[src/rtl/scroll_seg_driver.sv]
// Multiplexed seven-segment driver that shows a DIGITS-wide window of a
// writable hex message buffer and scrolls that window at a programmable rate.
module scroll_seg_driver #(
    parameter int DIGITS        = 4,
    parameter int MSG_LEN       = 21,
    parameter int SCAN_CYCLES   = 32768,
    parameter int SCROLL_CYCLES = 33554432,
    parameter int AW            = $clog2(MSG_LEN),
    parameter int LW            = $clog2(MSG_LEN + 1)
) (
    input  logic              clk,
    input  logic              rst_n,
    input  logic              wr_en,
    input  logic [AW-1:0]     wr_addr,
    input  logic [3:0]        wr_data,
    input  logic [LW-1:0]     msg_len,
    input  logic              scroll_en,
    input  logic              dir,
    output logic [DIGITS-1:0] grounds,
    output logic [6:0]        display,
    output logic [AW-1:0]     pos,
    output logic              wrap
);
    localparam int DW  = $clog2(DIGITS);
    localparam int SCW = (SCAN_CYCLES > 1) ? $clog2(SCAN_CYCLES) : 1;
    localparam int SRW = (SCROLL_CYCLES > 1) ? $clog2(SCROLL_CYCLES) : 1;
    localparam int SW  = LW + 1;

    logic [3:0]        r_buf [MSG_LEN];
    logic [SCW-1:0]    r_scan;
    logic [SRW-1:0]    r_scroll;
    logic [DW-1:0]     r_digit;
    logic [DIGITS-1:0] r_grounds;
    logic [6:0]        r_display;
    logic [AW-1:0]     r_pos;
    logic              r_wrap;
    logic              r_first;

    logic              w_scan_tick;
    logic [DW-1:0]     w_digit_next;
    logic [DW-1:0]     w_disp_digit;
    logic [SW-1:0]     w_idx;
    logic              w_visible;
    logic [3:0]        w_nibble;
    logic [6:0]        w_seg;
    logic              w_long;
    logic [LW-1:0]     w_last;
    logic [LW-1:0]     w_pos_ext;
    logic              w_scroll_tc;
    logic              w_step;
    logic              w_wr_ok;
    logic [AW-1:0]     w_pos_next;
    logic              w_wrap_next;
    logic [SRW-1:0]    w_scroll_next;

    // Active-high a..g pattern; inverted once at the output mux.
    function automatic logic [6:0] glyph(input logic [3:0] n);
        logic [6:0] g;
        case (n)
            4'h0: g = 7'h7E;  4'h1: g = 7'h30;  4'h2: g = 7'h6D;  4'h3: g = 7'h79;
            4'h4: g = 7'h33;  4'h5: g = 7'h5B;  4'h6: g = 7'h5F;  4'h7: g = 7'h70;
            4'h8: g = 7'h7F;  4'h9: g = 7'h7B;  4'hA: g = 7'h77;  4'hB: g = 7'h1F;
            4'hC: g = 7'h4E;  4'hD: g = 7'h3D;  4'hE: g = 7'h4F;  default: g = 7'h47;
        endcase
        return g;
    endfunction

    assign w_scan_tick  = (r_scan == SCW'(SCAN_CYCLES - 1));
    assign w_digit_next = (r_digit == DW'(DIGITS - 1)) ? '0 : r_digit + DW'(1);
    assign w_disp_digit = w_scan_tick ? w_digit_next : r_digit;

    // Segment content for the digit that becomes active on this edge.
    assign w_idx     = SW'(r_pos) + SW'(w_disp_digit);
    assign w_visible = (w_idx < SW'(msg_len));
    assign w_nibble  = r_buf[w_idx[AW-1:0]];
    assign w_seg     = w_visible ? ~glyph(w_nibble) : 7'h7F;

    assign w_long      = (msg_len > LW'(DIGITS));
    assign w_last      = w_long ? (msg_len - LW'(DIGITS)) : '0;
    assign w_pos_ext   = LW'(r_pos);
    assign w_scroll_tc = (r_scroll == SRW'(SCROLL_CYCLES - 1));
    assign w_step      = w_long && scroll_en && w_scroll_tc;
    assign w_wr_ok     = wr_en && ({1'b0, wr_addr} < (AW + 1)'(MSG_LEN));

    always_comb begin
        w_scroll_next = r_scroll;
        if (!w_long)
            w_scroll_next = '0;
        else if (scroll_en)
            w_scroll_next = w_scroll_tc ? '0 : r_scroll + SRW'(1);
    end

    // A window left past the end by a shrinking msg_len snaps home silently.
    always_comb begin
        w_pos_next  = r_pos;
        w_wrap_next = 1'b0;
        if (!w_long || (w_pos_ext > w_last)) begin
            w_pos_next = '0;
        end else if (w_step) begin
            if (!dir) begin
                if (w_pos_ext >= w_last) begin
                    w_pos_next  = '0;
                    w_wrap_next = 1'b1;
                end else begin
                    w_pos_next = r_pos + AW'(1);
                end
            end else begin
                if (r_pos == '0) begin
                    w_pos_next  = AW'(w_last);
                    w_wrap_next = 1'b1;
                end else begin
                    w_pos_next = r_pos - AW'(1);
                end
            end
        end
    end

    always_ff @(posedge clk or negedge rst_n) begin
        if (!rst_n) begin
            r_scan    <= '0;
            r_digit   <= '0;
            r_grounds <= DIGITS'(1);
            r_display <= 7'h7F;
            r_first   <= 1'b1;
        end else begin
            r_first <= 1'b0;
            r_scan  <= w_scan_tick ? '0 : r_scan + SCW'(1);
            if (w_scan_tick) begin
                r_digit   <= w_digit_next;
                r_grounds <= {r_grounds[DIGITS-2:0], r_grounds[DIGITS-1]};
            end
            if (w_scan_tick || r_first)
                r_display <= w_seg;
        end
    end

    always_ff @(posedge clk or negedge rst_n) begin
        if (!rst_n) begin
            r_scroll <= '0;
            r_pos    <= '0;
            r_wrap   <= 1'b0;
        end else begin
            r_scroll <= w_scroll_next;
            r_pos    <= w_pos_next;
            r_wrap   <= w_wrap_next;
        end
    end

    always_ff @(posedge clk or negedge rst_n) begin
        if (!rst_n) begin
            for (int i = 0; i < MSG_LEN; i++)
                r_buf[i] <= 4'h0;
        end else if (w_wr_ok) begin
            r_buf[wr_addr] <= wr_data;
        end
    end

    assign grounds = r_grounds;
    assign display = r_display;
    assign pos     = r_pos;
    assign wrap    = r_wrap;

endmodule

[config.mk]
export PLATFORM = sky130hd
export DESIGN_NAME = scroll_seg_driver
export DESIGN_NICKNAME = d
export VERILOG_FILES = /design/src/rtl/scroll_seg_driver.sv
export SDC_FILE = /design/constraint.sdc
export NUM_CORES = 1
export LEC_CHECK = 0
export CAP_MARGIN = 20
export CORE_MARGIN = 2
export CORE_UTILIZATION = 30
export DETAILED_ROUTE_END_ITERATION = 12
export PLACE_DENSITY = 0.54
export REMOVE_ABC_BUFFERS = 1
export SYNTH_ARGS = -nofsm -noshare
export SYNTH_HDL_FRONTEND = slang
export SYNTH_SLANG_ARGS = --single-unit
[constraint.sdc]
create_clock -name clk -period 6.4 [get_ports clk]
set_clock_uncertainty 0.15 [all_clocks]
set_input_delay 1.92 -clock clk [delete_from_list [all_inputs] [get_ports clk]]
set_output_delay 1.92 -clock clk [all_outputs]
set_load 0.005 [all_outputs]
Yosys cells after proc, flatten, opt, wreduce, memory -nomap -nowiden

Memories as Yosys holds them, arrays and structs flattened.
Index checks and enable logic that the tools add are counted.

Register bits: 144
Bits in latches: 0
Bits in writable memories: 0
Memory bits (read-only): 112
Output and inout bits: 17
Logic and storage cells: 85
Memories: 1

$add $sub $neg: 7
$mul: 0
Div/mod/pow operators: 0
$lt $le $gt $ge: 8
Equal/unequal tests: 4
Shift operators: 0
Mux-type cells: 24
Bitwise operators: 3
Reduce and logical (&&, ||, !) cells: 9

Memories:

| name            | words | bits a word | read ports | clocked after Yosys merged registers in | write ports | line | text |
|---|---|---|---|---|---|---|---|
| (no name shown) | 16    | 7           | 1          | 0                                       | 0           | 59   | `case (n)` |

Operator list:

| kind                                                                          | number |
|---|---|
| 84-bit bitwise mux                                                            | 1 |
| 25-bit two-way mux                                                            | 3 |
| 5-bit two-way mux                                                             | 6 |
| 25-bit by 1-bit adder with 25-bit output (second input constant)              | 1 |
| 25-bit equality test (second input constant)                                  | 1 |
| 4-bit binary-select mux with 5-bit select                                     | 1 |
| 4-bit demux with 5-bit select                                                 | 1 |
| 15-bit by 1-bit adder with 15-bit output (second input constant)              | 1 |
| 15-bit equality test (second input constant)                                  | 1 |
| 15-bit two-way mux                                                            | 1 |
| 6-bit greater-or-equal comparator (second input constant)                     | 2 |
| 4-bit two-way mux                                                             | 3 |
| 5-bit NOT with 6-bit output                                                   | 2 |
| 7-bit two-way mux                                                             | 1 |
| 7-bit NOT                                                                     | 1 |
| 5-bit by 2-bit adder with 6-bit output                                        | 1 |
| 6-bit by 1-bit less-than comparator with 1-bit output (second input constant) | 1 |
| 6-bit by 5-bit less-than comparator with 1-bit output                         | 1 |
| 5-bit by 1-bit adder with 5-bit output (second input constant)                | 1 |
| 5-bit greater-or-equal comparator                                             | 1 |
| 5-bit by 3-bit > comparator with 1-bit output (second input constant)         | 1 |
| 5-bit > comparator                                                            | 1 |
| 5-bit logical NOT                                                             | 1 |
| 5-bit less-than comparator (second input constant)                            | 1 |
| other kinds (11)                                                              | 20 |

Longest topological paths before layout

An unclocked memory read counts as a cell.

Depth after elaboration: 11
Gate-level depth with buffers: 23
Gate-level depth less buffers: 20

Least setup slack after synthesis

Ideal clock, no wire load.

Path type: reg-to-reg
Start point: register r_scan[0]
End point: register r_display[3] (netlist: display[3])
Library setup time: 0.085 ns
Arrival: 4.401 ns
Required time: 6.165 ns
Slack: 1.763 ns
Cell stages (with the launch flop): 21
Period minus slack after synthesis: 4.637 ns
Cells stage by stage: dfrtp_1 > ha_1 > nand2_1 > nor4_4 > clkbuf_1 > mux2_2 > ha_1 > inv_1 > fa_1 > inv_2 > mux4_2 > mux2i_1 > o221a_2 > buf_6 > inv_2 > ha_1 > inv_1 > a31oi_1 > or3_1 > a21oi_1 > nor3_1

Cells in the longest elaborated chain, start to end: 10
Elaborated cells between the ends (all ways): 12

RTL lines:

| what                                                  | line | text |
|---|---|---|
| start: declaration                                    | 30   | `logic [SCW-1:0] r_scan;` |
| start signal: assignment                              | 127  | `r_scan <= w_scan_tick ? '0 : r_scan + SCW'(1);` |
| 15-bit equality test *                                | 68   | `assign w_scan_tick = (r_scan == SCW'(SCAN_CYCLES - 1));` |
| 2-bit two-way mux *                                   | n/a  |  |
| named net w_disp_digit[0]                             | 41   | `logic [DW-1:0] w_disp_digit;` |
| 5-bit by 2-bit adder with 6-bit output *              | 73   | `assign w_idx = SW'(r_pos) + SW'(w_disp_digit);` |
| 5-bit NOT with 6-bit output (not written as such)     | 75   | `assign w_nibble = r_buf[w_idx[AW-1:0]];` |
| 4-bit binary-select mux with 5-bit select             | 75   |  |
| 4-bit two-way mux (not written as such) (2 in series) | 75   |  |
| memory 16 x 7 bit                                     | n/a  |  |
| 7-bit NOT                                             | 76   | `assign w_seg = w_visible ? ~glyph(w_nibble) : 7'h7F;` |
| 7-bit two-way mux *                                   | 76   |  |
| end signal: assignment                                | 133  | `r_display <= w_seg;` |
| end: declaration                                      | 34   | `logic [6:0] r_display;` |

Mark *: on every way through the listed nets, which the timed path passes. The rest lies on a longest branch. The select of a mux whose other input is x is not followed.
A chain may end at the register's enable or synchronous reset.

Final worst setup path

Same ends and word-level chain as after synthesis.

==> metrics <==
status completed; cts hold-fix bufs 0; first-pass GRT wire length 29.5 mm; Sw Share around a quarter; Area after DPL approximately 8300 um2; Num CTS Buffers 17; initial antenna violation count 0; Mapped Cells ~730; final setup vio count 0; post-layout util between 30% and 40%; Syn. warnings 0; Die Width around 160 um; starting DRC count in detailed routing 347; number of global-route vias before repair roughly 5400; # resized after CTS 0; met2 routed WL about 8.5 mm; Routed wire per std cell about 16 um; combinational share of power between 10% and 20%; Die ar. roughly 27000 um2; fillers around 2500; most used flip-flop cell after synthesis dfrtp_1; drt via density between 4 and 5; Std-Cell Rows 58; sequential share of power around 43%; RSZ-0062 raised after global routing false; Congestion Overflow GR 0; mean area per synthesized cell around 10 um2; core area about 25000 um2; # nets final 798; Hold WC Path Type reg2reg; hpwl dp 12.2 mm; top-count cell post-synth dfrtp_1; Cell Int Power ~2.0 mW; M1 wire length roughly 8.4 mm; post-route ant nets 0; Die Height 163 um; gr usage total 14.1%; Final Hold Viols 0; Root Driver clkbuf_16; setup bufs post-CTS 0; GP Congestion about 0.81; WL final around 18 mm; I/O pins 36; CTS tree done; Peak Freq between 200 and 250 MHz; proportion of layout cells with a drive suffix above 1 between 20% and 30%; peak supply drop around 0.15 mV; Unique masters post-synth slightly below 60; Setup TNS Final 0 ns; Slew HR between 30% and 40%; Post-synth ARST share 100%; max-capacitance violation count 0; Post-Syn Area ~7600 um2; drt first pass iters 7; main area contributors after synthesis dfrtp_1 44%, mux2_2 14%, nand2_1 4.7%; setup slack after placement around 1.1 ns; via count 5462; post-synth top area share between 40% and 50%; Worst Path Arrival 5.19 ns; Crit. End Element register; design area just under 9000 um2; Multi-input gate area 3770 um2; final worst-path cycle share between 70% and 80%; clk slew on worst S/H paths around 0.06 ns; Critical Path Source Type register; area leader, netlist dfrtp_1; top routing layer used met4; Area Overhead vs Synth 17.5%; maximum fanout along the worst path 14; Clk pwr share approximately 44%; most frequent cells after synthesis 135 x dfrtp_1, 95 x nand2_1, 93 x mux2_2, 52 x nor2_1, 40 x nand3_1; CTS Sinks ~140; minimum clock period about 5.0 ns; Synth Register Bits 144; Psw 0.604 mW; n_diodes 0; IO buf count 35; Reg area approximately 3600 um2; CTS Buffer Depth 2; largest net degree at the start of global routing between 60 and 70; Leakage Power between 3 and 4 nW; met3 wire len roughly 430 um; Crit path required time 6.59 ns; clock latency on the worst-skew pair roughly 0.43 ns; fin. max-slew vios 0; Crit Path Category reg2reg; # DRC 0; initial cell density of the core 30.4%; Slew @ Worst Pin ~1.0 ns; Post-synth EDFFs 0; htree depth 4; worst setup margin roughly 1.4 ns; sequential element share of the synthesized area a little under half; PwrDens around 290 nW/um2
-- worst paths after layout --
kind | slack [ns] | depth (start not counted) | from | to
min in group asynchronous | 1.19 | 1 | rst_n | r_buf[30]
max reg2reg | 1.40 | 18 | r_scan[0] | display[3]
min | 0.33 | 1 | r_scan[4] | r_scan[4]
min reg2reg | 0.33 | 1 | r_scan[4] | r_scan[4]
max in group asynchronous | 3.79 | 2 | rst_n | r_scroll[11]
max | 1.40 | 18 | r_scan[0] | display[3]
-- logic make-up after synthesis --
logic type                 Yosys count  share of synthesized area [%]
AOI/OAI and AO/OA                  108                           9.41
xor gates and xnor gates            22                           2.53
adders and majority gates           22                           3.68
buffers and inverters               52                           3.10
DFF                                144                           47.5
muxes                              113                           17.2
other                                1                         0.0492
and+or+nand+nor                    265                           16.6
-- per-layer routing --
metal,up-vias,GRT usage (%)
met1,2711,18.8
met5,-,0
met3,22,2.64
met2,67,23.0
met4,0,4.95
li1,2662,-
-- state kept, by name (all words and copies together), names as in the netlist --
signal and cells:
display 7, grounds 4, pos 5, r_buf 84, r_digit 2, r_first 1
r_scan 15, r_scroll 25, wrap 1
-- worst max-delay path, cell delays in order, from the launching register on --
cell     delay, ns
dfrtp_1       0.39
ha_1          0.24
nand2_1       0.17
nor4_4        0.32
buf_4         0.25
mux2_2        0.38
inv_1         0.08
fa_1          0.67
inv_2         0.24
mux4_2        0.51
mux2i_1       0.22
o221a_2       0.36
inv_2         0.08
ha_1          0.21
inv_1         0.08
a31oi_1       0.06
or3_1         0.32
a21oi_1       0.12
nor3_1        0.07
-- cells in the final DEF (no fill, tap or decap), types with 18 or more instances in the layout --
cell type        instances
clkdlybuf4s50_1         34
dfrtp_1                135
ha_1                    20
inv_1                   20
mux2_2                  93
nand2_1                 95
nand3_1                 40
nor2_1                  52
o21ai_0                 37
xor2_1                  18
-- metrics by stage --
step                cells  hold slack [ns]  power (mW)
global route         1101            0.341        2.68
global placement     1069            0.313        1.44
floorplan             698            0.289        1.31
CTS                  1101            0.324        2.59
finish               1101            0.326        2.56
detailed placement   1069            0.314        1.44
-- cell type report --
type	count	share of cell area, %
tap	330	4.61
inverter	23	0.964
clock inverter	13	2.61
clock buffer	19	4.95
timing repair buffer	41	4.43
multi-input combinational	531	42.1
sequential	144	40.4
-- power groups by stage --
stage	logic, mW	clock network [mW]	registers (mW)
after floorplan	0.215	0	1.10
after global placement	0.320	0	1.12
after detailed placement	0.324	0	1.12
after CTS	0.326	1.16	1.10
after global routing	0.362	1.20	1.12
final	0.322	1.13	1.10
(Power assumes the default switching activity.)
